===== src/rtl/bus_seq_pkg.sv =====
// bus_seq_pkg: shared state encoding, widths and reset constants for the bus sequencer
package bus_seq_pkg;

    localparam int BUS_W = 32;
    localparam logic [31:0] NOP_INSTR = 32'h0000_0013;

    typedef enum logic [2:0] {
        IDLE   = 3'd0,
        FETCH  = 3'd1,
        EXEC   = 3'd2,
        DATA   = 3'd3,
        COMMIT = 3'd4,
        TRAP   = 3'd5
    } state_t;

    function automatic logic misaligned(input logic [1:0] lsb);
        return lsb != 2'b00;
    endfunction

endpackage


===== src/rtl/bus_sequencer_if.sv =====
// bus_sequencer_if: unified memory bus (request/acknowledge handshake) between sequencer and memory
interface bus_sequencer_if #(
    parameter int WIDTH = 32
);

    logic             req;
    logic             we;
    logic [WIDTH-1:0] addr;
    logic [WIDTH-1:0] wdata;
    logic [WIDTH-1:0] rdata;
    logic             ack;

    modport master(output req, we, addr, wdata, input rdata, ack);
    modport slave(input req, we, addr, wdata, output rdata, ack);

endinterface


===== src/rtl/retire_cntr.sv =====
// retire_cntr: free-running retired-instruction counter, wraps modulo 2^WIDTH
module retire_cntr
    import bus_seq_pkg::*;
#(
    parameter int WIDTH = BUS_W
) (
    input  logic             clk_i,
    input  logic             rst_i,
    input  logic             en_i,
    output logic [WIDTH-1:0] cnt_o
);

    logic [WIDTH-1:0] cnt_q;

    // count one per commit pulse, cleared asynchronously
    always_ff @(posedge clk_i or negedge rst_i) begin
        if (!rst_i) cnt_q <= '0;
        else if (en_i) cnt_q <= cnt_q + WIDTH'(1);
    end

    assign cnt_o = cnt_q;

endmodule


===== src/rtl/bus_sequencer.sv =====
// bus_sequencer: shares one memory bus between instruction fetch and data access for a single-cycle core
module bus_sequencer
    import bus_seq_pkg::*;
#(
    parameter int               WIDTH = BUS_W,
    parameter logic [WIDTH-1:0] NOP   = NOP_INSTR
) (
    input  logic                   clk_i,
    input  logic                   rst_i,
    input  logic [WIDTH-1:0]       instr_addr_i,
    output logic [WIDTH-1:0]       instr_data_o,
    input  logic                   mem_we_i,
    input  logic                   mem_re_i,
    input  logic [WIDTH-1:0]       mem_addr_i,
    input  logic [WIDTH-1:0]       mem_data_i,
    output logic [WIDTH-1:0]       mem_data_o,
    output logic                   core_en_o,
    bus_sequencer_if.master        bus,
    output logic                   err_o,
    output logic [WIDTH-1:0]       instret_o
);

    state_t           state_q;
    logic [WIDTH-1:0] ir_q;
    logic [WIDTH-1:0] rdata_q;
    logic             fetch_req;
    logic             data_req;
    logic             mem_op;

    assign mem_op    = mem_we_i || mem_re_i;
    assign fetch_req = state_q == FETCH && !misaligned(instr_addr_i[1:0]);
    assign data_req  = state_q == DATA && !misaligned(mem_addr_i[1:0]);

    // bus drive is decoded from state; a misaligned address never reaches the bus
    always_comb begin
        bus.req   = fetch_req || data_req;
        bus.we    = data_req && mem_we_i;
        bus.addr  = fetch_req ? instr_addr_i : data_req ? mem_addr_i : '0;
        bus.wdata = data_req ? mem_data_i : '0;
    end

    // sequencer: fetch, let the core decode, optional data access, then commit
    always_ff @(posedge clk_i or negedge rst_i) begin
        if (!rst_i) begin
            state_q <= IDLE;
            ir_q    <= NOP;
            rdata_q <= '0;
        end else begin
            case (state_q)
                IDLE:    state_q <= FETCH;
                FETCH: begin
                    if (misaligned(instr_addr_i[1:0])) begin
                        state_q <= TRAP;
                    end else if (bus.ack) begin
                        ir_q    <= bus.rdata;
                        state_q <= EXEC;
                    end
                end
                EXEC:    state_q <= mem_op ? DATA : FETCH;
                DATA: begin
                    if (misaligned(mem_addr_i[1:0])) begin
                        state_q <= TRAP;
                    end else if (bus.ack) begin
                        if (!mem_we_i && mem_re_i) rdata_q <= bus.rdata;
                        state_q <= COMMIT;
                    end
                end
                COMMIT:  state_q <= FETCH;
                default: state_q <= TRAP;
            endcase
        end
    end

    assign core_en_o    = (state_q == EXEC && !mem_op) || state_q == COMMIT;
    assign err_o        = state_q == TRAP;
    assign instr_data_o = ir_q;
    assign mem_data_o   = rdata_q;

    retire_cntr #(.WIDTH(WIDTH)) u_retire (
        .clk_i (clk_i),
        .rst_i (rst_i),
        .en_i  (core_en_o),
        .cnt_o (instret_o)
    );

endmodule


===== src/flat_wrapper.sv =====
// flat-port wrapper written by rule: the top's interface ports become plain ports
module bus_sequencer_flat import bus_seq_pkg::*;
#(
    parameter int               WIDTH = BUS_W,
    parameter logic [WIDTH-1:0] NOP   = NOP_INSTR
)
  (clk_i, rst_i, instr_addr_i, instr_data_o, mem_we_i, mem_re_i, mem_addr_i, mem_data_i, mem_data_o, core_en_o, err_o, instret_o, bus_req, bus_we, bus_addr, bus_wdata, bus_rdata, bus_ack);
  bus_sequencer_if #(.WIDTH(WIDTH)) bus_i ();
  input  logic clk_i;
  input  logic rst_i;
  input  logic [WIDTH-1:0] instr_addr_i;
  output logic [WIDTH-1:0] instr_data_o;
  input  logic mem_we_i;
  input  logic mem_re_i;
  input  logic [WIDTH-1:0] mem_addr_i;
  input  logic [WIDTH-1:0] mem_data_i;
  output logic [WIDTH-1:0] mem_data_o;
  output logic core_en_o;
  output logic err_o;
  output logic [WIDTH-1:0] instret_o;
  output wire logic [$bits(bus_i.req)-1:0] bus_req;
  output wire logic [$bits(bus_i.we)-1:0] bus_we;
  output wire logic [$bits(bus_i.addr)-1:0] bus_addr;
  output wire logic [$bits(bus_i.wdata)-1:0] bus_wdata;
  input wire logic [$bits(bus_i.rdata)-1:0] bus_rdata;
  input wire logic [$bits(bus_i.ack)-1:0] bus_ack;
  assign bus_req = bus_i.req;
  assign bus_we = bus_i.we;
  assign bus_addr = bus_i.addr;
  assign bus_wdata = bus_i.wdata;
  assign bus_i.rdata = bus_rdata;
  assign bus_i.ack = bus_ack;
  bus_sequencer #(.WIDTH(WIDTH), .NOP(NOP)) u_core (.clk_i(clk_i), .rst_i(rst_i), .instr_addr_i(instr_addr_i), .instr_data_o(instr_data_o), .mem_we_i(mem_we_i), .mem_re_i(mem_re_i), .mem_addr_i(mem_addr_i), .mem_data_i(mem_data_i), .mem_data_o(mem_data_o), .core_en_o(core_en_o), .bus(bus_i), .err_o(err_o), .instret_o(instret_o));
endmodule

===== config.mk =====
export PLATFORM = sky130hd
export DESIGN_NAME = bus_sequencer_flat
export DESIGN_NICKNAME = d
export VERILOG_FILES = /design/src/rtl/bus_seq_pkg.sv /design/src/rtl/bus_sequencer_if.sv /design/src/rtl/retire_cntr.sv /design/src/rtl/bus_sequencer.sv /design/src/flat_wrapper.sv
export SDC_FILE = /design/constraint.sdc
export NUM_CORES = 1
export LEC_CHECK = 0
export CAP_MARGIN = 20
export CORE_AREA = 2 2 115 117
export DETAILED_ROUTE_END_ITERATION = 8
export DIE_AREA = 0 0 117 119
export PLACE_DENSITY = 0.8
export SLEW_MARGIN = 5
export SYNTH_ARGS = -nofsm -noshare
export SYNTH_HDL_FRONTEND = slang
export SYNTH_SLANG_ARGS = --single-unit

===== constraint.sdc =====
create_clock -name clk_i -period 4.75 [get_ports clk_i]
set_input_delay 0.95 -clock clk_i [delete_from_list [all_inputs] [get_ports clk_i]]
set_output_delay 0.95 -clock clk_i [all_outputs]
set_load 0.01 [all_outputs]

==> results of run 1 <==
[synthesized netlist by cell type]
cell type / count
a21oi_1: 2
a2111oi_4: 2
and2_1: 36
or2_2: 1
buf_6: 1
buf_1: 2
ha_1: 1
nand4b_1: 1
inv_1: 5
and3_1: 10
a22o_1: 30
nor2_1: 4
o22ai_1: 1
buf_4: 3
nor4_1: 2
a21oi_2: 1
xor2_1: 4
or4b_4: 1
mux2_2: 65
dfrtp_1: 96
nand2b_1: 1
dfstp_2: 3
nand2_1: 7
o21ai_0: 2
nor3_1: 3
nand3_1: 10
and4_1: 5
buf_2: 8
clkbuf_1: 9
conb_1: 1
nand4_1: 19
xnor2_1: 27
[area by class of cell]
cell class	instances	area share [%]
inverters	5	0.2346
clock inverters	6	0.9698
multi-input cells	237	24.84
repair buffers	300	37.32
flip-flops and latches	99	31.02
well taps	176	2.753
clock buffers	10	2.863
[state kept, by name (all words and copies together) (netlist names)]
| signal | flops |
|---|---|
| u_core.mem_data_o | 32 |
| u_core.instr_data_o | 32 |
| u_core.u_retire.cnt_o | 32 |
| u_core.state_q | 3 |
[worst min path at each step]
stage / start / endpoint / slack (ns) / cells past startpoint
finish: u_core.u_retire.cnt_o[31] / u_core.u_retire.cnt_o[31] / 0.47 / 1
global route: u_core.u_retire.cnt_o[31] / u_core.u_retire.cnt_o[31] / 0.48 / 1
CTS: u_core.u_retire.cnt_o[31] / u_core.u_retire.cnt_o[31] / 0.48 / 1
detailed placement: u_core.u_retire.cnt_o[31] / u_core.u_retire.cnt_o[31] / 0.47 / 1
global placement: u_core.u_retire.cnt_o[31] / u_core.u_retire.cnt_o[31] / 0.46 / 1
floorplan: u_core.u_retire.cnt_o[31] / u_core.u_retire.cnt_o[31] / 0.51 / 1
[stage by stage]
stage	hold slack, ns	setup slack, ns
global placement	0.4614	0.8683
floorplan	0.5074	1.669
global route	0.4806	0.6846
CTS	0.4782	0.7914
detailed placement	0.4694	0.8200
finish	0.4720	0.8005
[logic make-up (layout without fill, tap and decap cells)]
family	count (synthesis)	count (layout)	share of synthesized area (%)
mux	65	65	15.94
simple gates	100	100	13.16
compound gates	38	38	7.684
xor+xnor	31	31	5.913
flops	99	99	54.03
buf+inv	28	321	2.916
other cells	1	2	0.08167
fa+ha+maj	1	1	0.2724
[worst max-delay path, delay by kind of cell]
kind,cells,cell delay [ns]
buffers and inverters,2,1.09
AND/OR/NAND/NOR,1,0.59
AO/OA/AOI/OAI,1,0.37
[layer usage]
layer,GRT usage (%),routed length (um),vias up
met5,0,0,-
met4,11.91,796,0
met3,5.293,1025,48
met2,35.80,7524,173
met1,23.96,5589,1935
li1,-,-,1876
[power by group]
part | total (mW) | switching [mW] | internal [mW]
clock | 0.740 | 0.326 | 0.414
combinational | 0.205 | 0.0638 | 0.142
sequential | 0.875 | 0.0131 | 0.862
total | 1.82 | 0.403 | 1.42
==> run metrics, run 1 <==
crit path launch type=primary input; placed inst area=7692 um^2; most frequent cells in the layout=293 x clkdlybuf4s50_1, 96 x dfrtp_1, 65 x mux2_2; Critical Path Start=mem_we_i; slowest stage delay, CP=0.63 ns; Reg area=2481 um^2; Netlist cell types=32; Clock transition at path regs=0.07 ns; Slowest cell on crit path=clkdlybuf4s50_1; kind of critical path=primary input to primary output; share of layout cells above drive strength 1=14.61%; number of global-route vias before repair=4175; drt first pass iters=4; Reg2Reg Depth=4; synth-to-layout area growth=74.20%; Die Y=119 um; Design Power=1.821 mW; share of the synthesized area in the top cell type=52.32%; Starting Density=35.67%; clock buffer depth=2; synthesized netlist cell count=363; antenna-violating nets left=0; multi-input combinational cell area=1987 um^2; crit path cell chain=clkdlybuf4s50_1 -> or4b_4 -> a21oi_2 -> clkdlybuf4s50_1; final setup vio count=0; Setup TNS Final=0 ns; # hold bufs at CTS=0; crit path time final=3.950 ns; postcts setup bufs=0; LEAKAGE=3.404 nW; syn avg cell area=12.65 um^2; die width=117 um; row cnt=42; Via density=4.840; Worst Setup EP=core_en_o; Synth area leader=dfrtp_1; max cap viols=0; Worst Path Max Fanout=7; Clock Sink Count=99; Worst path most repeated cell=clkdlybuf4s50_1; vias=4032; status=complete, no violations; reg-to-reg endpoint=u_core.u_retire.cnt_o[8]; I/O Buffers=294; max-slew violations=0; final instance area=7999 um^2; nets=786; fmax=253.2 MHz; Hold Path Class=flip-flop to flip-flop; Max VDD drop=244.0 uV; dpl cells=817; Placer Congestion=0.8473; Synth Cell Area=4592 um^2; CTS resizes=0; post-DP HPWL=11430 um; Critical Path RT=3.80 ns; antenna cells=0; endpoint class of the critical path=primary output; Final period util=83.15%; first-pass GRT wire length=22690 um; worst relative slew slack=43.68%; initial antenna violation count=0; grt ovf=0; fin util=62.13%; CTS tree=yes; worst r2r src=u_core.state_q[2]; top post-synthesis cells by area=dfrtp_1 52%, mux2_2 16%, a22o_1 5.7%, xnor2_1 5.1%, and2_1 4.9%; PwrDens=227.6 nW/um^2; fin cells=833; Die ar.=13920 um^2; H-tree lvl count=3; FF-to-FF setup slack=2.34 ns; io pins=297; DR iter-0 viols=168; Fin. Hold Viols=0; cts bufs inserted=9; Avg WL per Cell=17.93 um; largest net degree at the start of global routing=69; Syn. warnings=0; Crit path arrival time=3.00 ns; Post-route DRC=0; flops & latches, synth=99; Filler Cells Inserted=1047; commonest non-fill, non-tap cell in the layout=clkdlybuf4s50_1; unrepaired setup endpoints after global routing=no; Std-Cell Core Area=12870 um^2; Global Route Usage Sum=21.15%; Seq/Total Area, Yosys=54.03%; Final Skew=0.01135 ns; final wirelength=14940 um; actual slew at the worst max-slew pin=0.8448 ns; worst skew pair latency=0.34 ns; Root Buffer=clkbuf_16
No activity file was read; power rests on OpenSTA's default activity.
==> run 2, diff against run 1 <==
--- a/config.mk
+++ b/config.mk
@@ -6,10 +6,10 @@
 export NUM_CORES = 1
 export LEC_CHECK = 0
 export CAP_MARGIN = 20
-export CORE_AREA = 2 2 115 117
+export CORE_MARGIN = 2
+export CORE_UTILIZATION = 33
 export DETAILED_ROUTE_END_ITERATION = 8
-export DIE_AREA = 0 0 117 119
-export PLACE_DENSITY = 0.8
+export PLACE_DENSITY = 0.77
 export SLEW_MARGIN = 5
 export SYNTH_ARGS = -nofsm -noshare
 export SYNTH_HDL_FRONTEND = slang
==> constraint.sdc (replaced) <==
create_clock -name clk_i -period 3.6 [get_ports clk_i]
set_input_delay 0.72 -clock clk_i [delete_from_list [all_inputs] [get_ports clk_i]]
set_output_delay 0.72 -clock clk_i [all_outputs]
set_load 0.01 [all_outputs]
==> run 2 against run 1 <==
  * Cell count rose by 0.96%
  * Largest cell class unchanged
  * Sequential power grew 33%
  * Largest power group unchanged
  * Power up 37%
  * Hold slack worse by 0.070 ns
  * Clock skew fell by 0.0059 ns
  * Setup slack got worse by 0.52 ns
  * Non-clock buffer count is 3 higher
  * Die area is 6.8% higher
==> run metrics, run 2 (synthesis gave the netlist of run 1 again) <==
LEAKAGE=3.451 nW (was 3.404 nW); Filler Cells Inserted=1114 (was 1047); kind of critical path=primary input to primary output (unchanged); Crit path arrival time=2.60 ns (was 3.00 ns); most frequent cells in the layout=293 x clkdlybuf4s50_1, 96 x dfrtp_1, 65 x mux2_2 (unchanged); Worst path most repeated cell=clkdlybuf4s50_1 (unchanged); Max VDD drop=276.4 uV (was 244.0 uV); grt ovf=0 (unchanged); cts bufs inserted=9 (unchanged); postcts setup bufs=0 (unchanged); reg-to-reg endpoint=u_core.mem_data_o[27] (was u_core.u_retire.cnt_o[8]); Final period util=92.15%; Worst Path Max Fanout=30 (was 7); max-slew violations=0 (unchanged); Critical Path RT=2.88 ns (was 3.80 ns); initial antenna violation count=1 (was 0); slowest stage delay, CP=0.53 ns (was 0.63 ns); CTS resizes=0 (unchanged); Placer Congestion=0.8335 (was 0.8473); DR iter-0 viols=151 (was 168); first-pass GRT wire length=21710 um (was 22690 um); I/O Buffers=294 (unchanged); FF-to-FF setup slack=1.52 ns (was 2.34 ns); fin cells=841 (was 833); # hold bufs at CTS=0 (unchanged); fin util=59.01% (was 62.13%); Crit path max-delay family=buffers and inverters (unchanged); Die ar.=14870 um^2 (was 13920 um^2); setup ws final=0.2824 ns (was 0.8005 ns); Final Skew=0.005498 ns (was 0.01135 ns); Via density=4.853 (was 4.840); post-place setup slack=0.2914 ns (was 0.8200 ns); Crit path buffers/inverters=3 (was 2); Avg WL per Cell=17.75 um (was 17.93 um); H-tree lvl count=3 (unchanged); Root Buffer=clkbuf_16 (unchanged); Die Y=122.0 um (was 119 um); fmax=301.4 MHz; Critical Path Start=instr_addr_i[0] (was mem_we_i); Setup TNS Final=0 ns (unchanged); Clock transition at path regs=0.06 ns (was 0.07 ns); Post-route DRC=0 (unchanged); Clock Sink Count=99 (unchanged); io pins=297 (unchanged); drt first pass iters=4 (unchanged); crit path cell chain=clkdlybuf4s50_1 -> nor3_1 -> and3_1 -> buf_12 -> a22o_1 -> clkdlybuf4s50_1 (was clkdlybuf4s50_1 -> or4b_4 -> a21oi_2 -> clkdlybuf4s50_1); clock buffer depth=2 (unchanged); final wirelength=14930 um (was 14940 um); worst relative slew slack=43.59% (was 43.68%); Std-Cell Core Area=13720 um^2 (was 12870 um^2); WHS=0.4018 ns (was 0.4720 ns); crit path time final=3.318 ns; antenna-violating nets left=0 (unchanged); row cnt=43 (was 42); number of global-route vias before repair=4151 (was 4175); Starting Density=33.47% (was 35.67%); max cap viols=0 (unchanged); multi-input combinational cell area=1987 um^2 (unchanged); final setup vio count=0 (unchanged); vias=4081 (was 4032); synth-to-layout area growth=76.29% (was 74.20%); die width=122.0 um (was 117 um); Slowest cell on crit path=clkdlybuf4s50_1 (unchanged); status=complete, no violations (unchanged); endpoint class of the critical path=primary output (unchanged); Global Route Usage Sum=18.96% (was 21.15%); nets=789 (was 786); CTS tree=yes (unchanged); post-DP HPWL=11800 um (was 11430 um); Reg2Reg Depth=5 (was 4); worst skew pair latency=0.34 ns (about the same); crit path launch type=primary input (unchanged); PwrDens=308.7 nW/um^2 (was 227.6 nW/um^2); Fin. Hold Viols=0 (unchanged); commonest non-fill, non-tap cell in the layout=clkdlybuf4s50_1 (unchanged); actual slew at the worst max-slew pin=0.8384 ns (was 0.8448 ns); largest net degree at the start of global routing=68 (was 69); Reg area=2481 um^2 (unchanged); unrepaired setup endpoints after global routing=no (unchanged); Hold Path Class=primary input to asynchronous set/reset pin (was flip-flop to flip-flop); dpl cells=824 (was 817); share of layout cells above drive strength 1=14.85% (was 14.61%); worst r2r src=u_core.state_q[2] (unchanged)
-- run 2: worst max path at each step --
stage / end / slack, ns / depth (start not counted)
6_report: bus_addr[11] / 0.28 / 6
5_1_grt: bus_addr[29] / 0.19 / 6
4_1_cts: bus_addr[11] / 0.28 / 6
3_5_place_dp: bus_addr[11] / 0.29 / 6
3_3_place_gp: core_en_o / 0.32 / 4
2_1_floorplan: bus_addr[25] / 0.98 / 4
-- run 2: per-stage QoR --
stage	power, mW	instance area [um^2]
2_1_floorplan	1.216	4596
3_5_place_dp	1.451	7757
5_1_grt	2.597	8095
4_1_cts	2.531	8093
6_report	2.499	8095
3_3_place_gp	1.442	7757
-- run 2: layer usage --
layer	routed length (um)	track usage [%]	vias up
li1	-	-	1889
met1	5114	19.41	1982
met2	8028	35.34	174
met3	1161	4.541	36
met4	625	10.20	0
met5	0	0	-
-- run 2: layout make-up --
class                           instances  area share [%]
Multi-Input combinational cell        237           24.54
Clock buffer                           11           2.875
Clock inverter                          5           1.267
Timing Repair Buffer                  303           37.62
Inverter                                5          0.2318
Tap cell                              180           2.782
Antenna cell                            1         0.03091
Sequential cell                        99           30.65
-- run 2: power by group --
group	internal, mW	total, mW	leakage [nW]	switching, mW
clock	0.678	1.07	0.160	0.394
combinational	0.188	0.272	1.95	0.0838
sequential	1.14	1.16	1.34	0.0168
-- run 2: worst register-to-register path: cells and delay by family, from the launching register on --
family	cells	cell delay, ns
buf+inv	2	0.59
flops	1	0.46
mux	1	0.36
simple gates	2	0.57
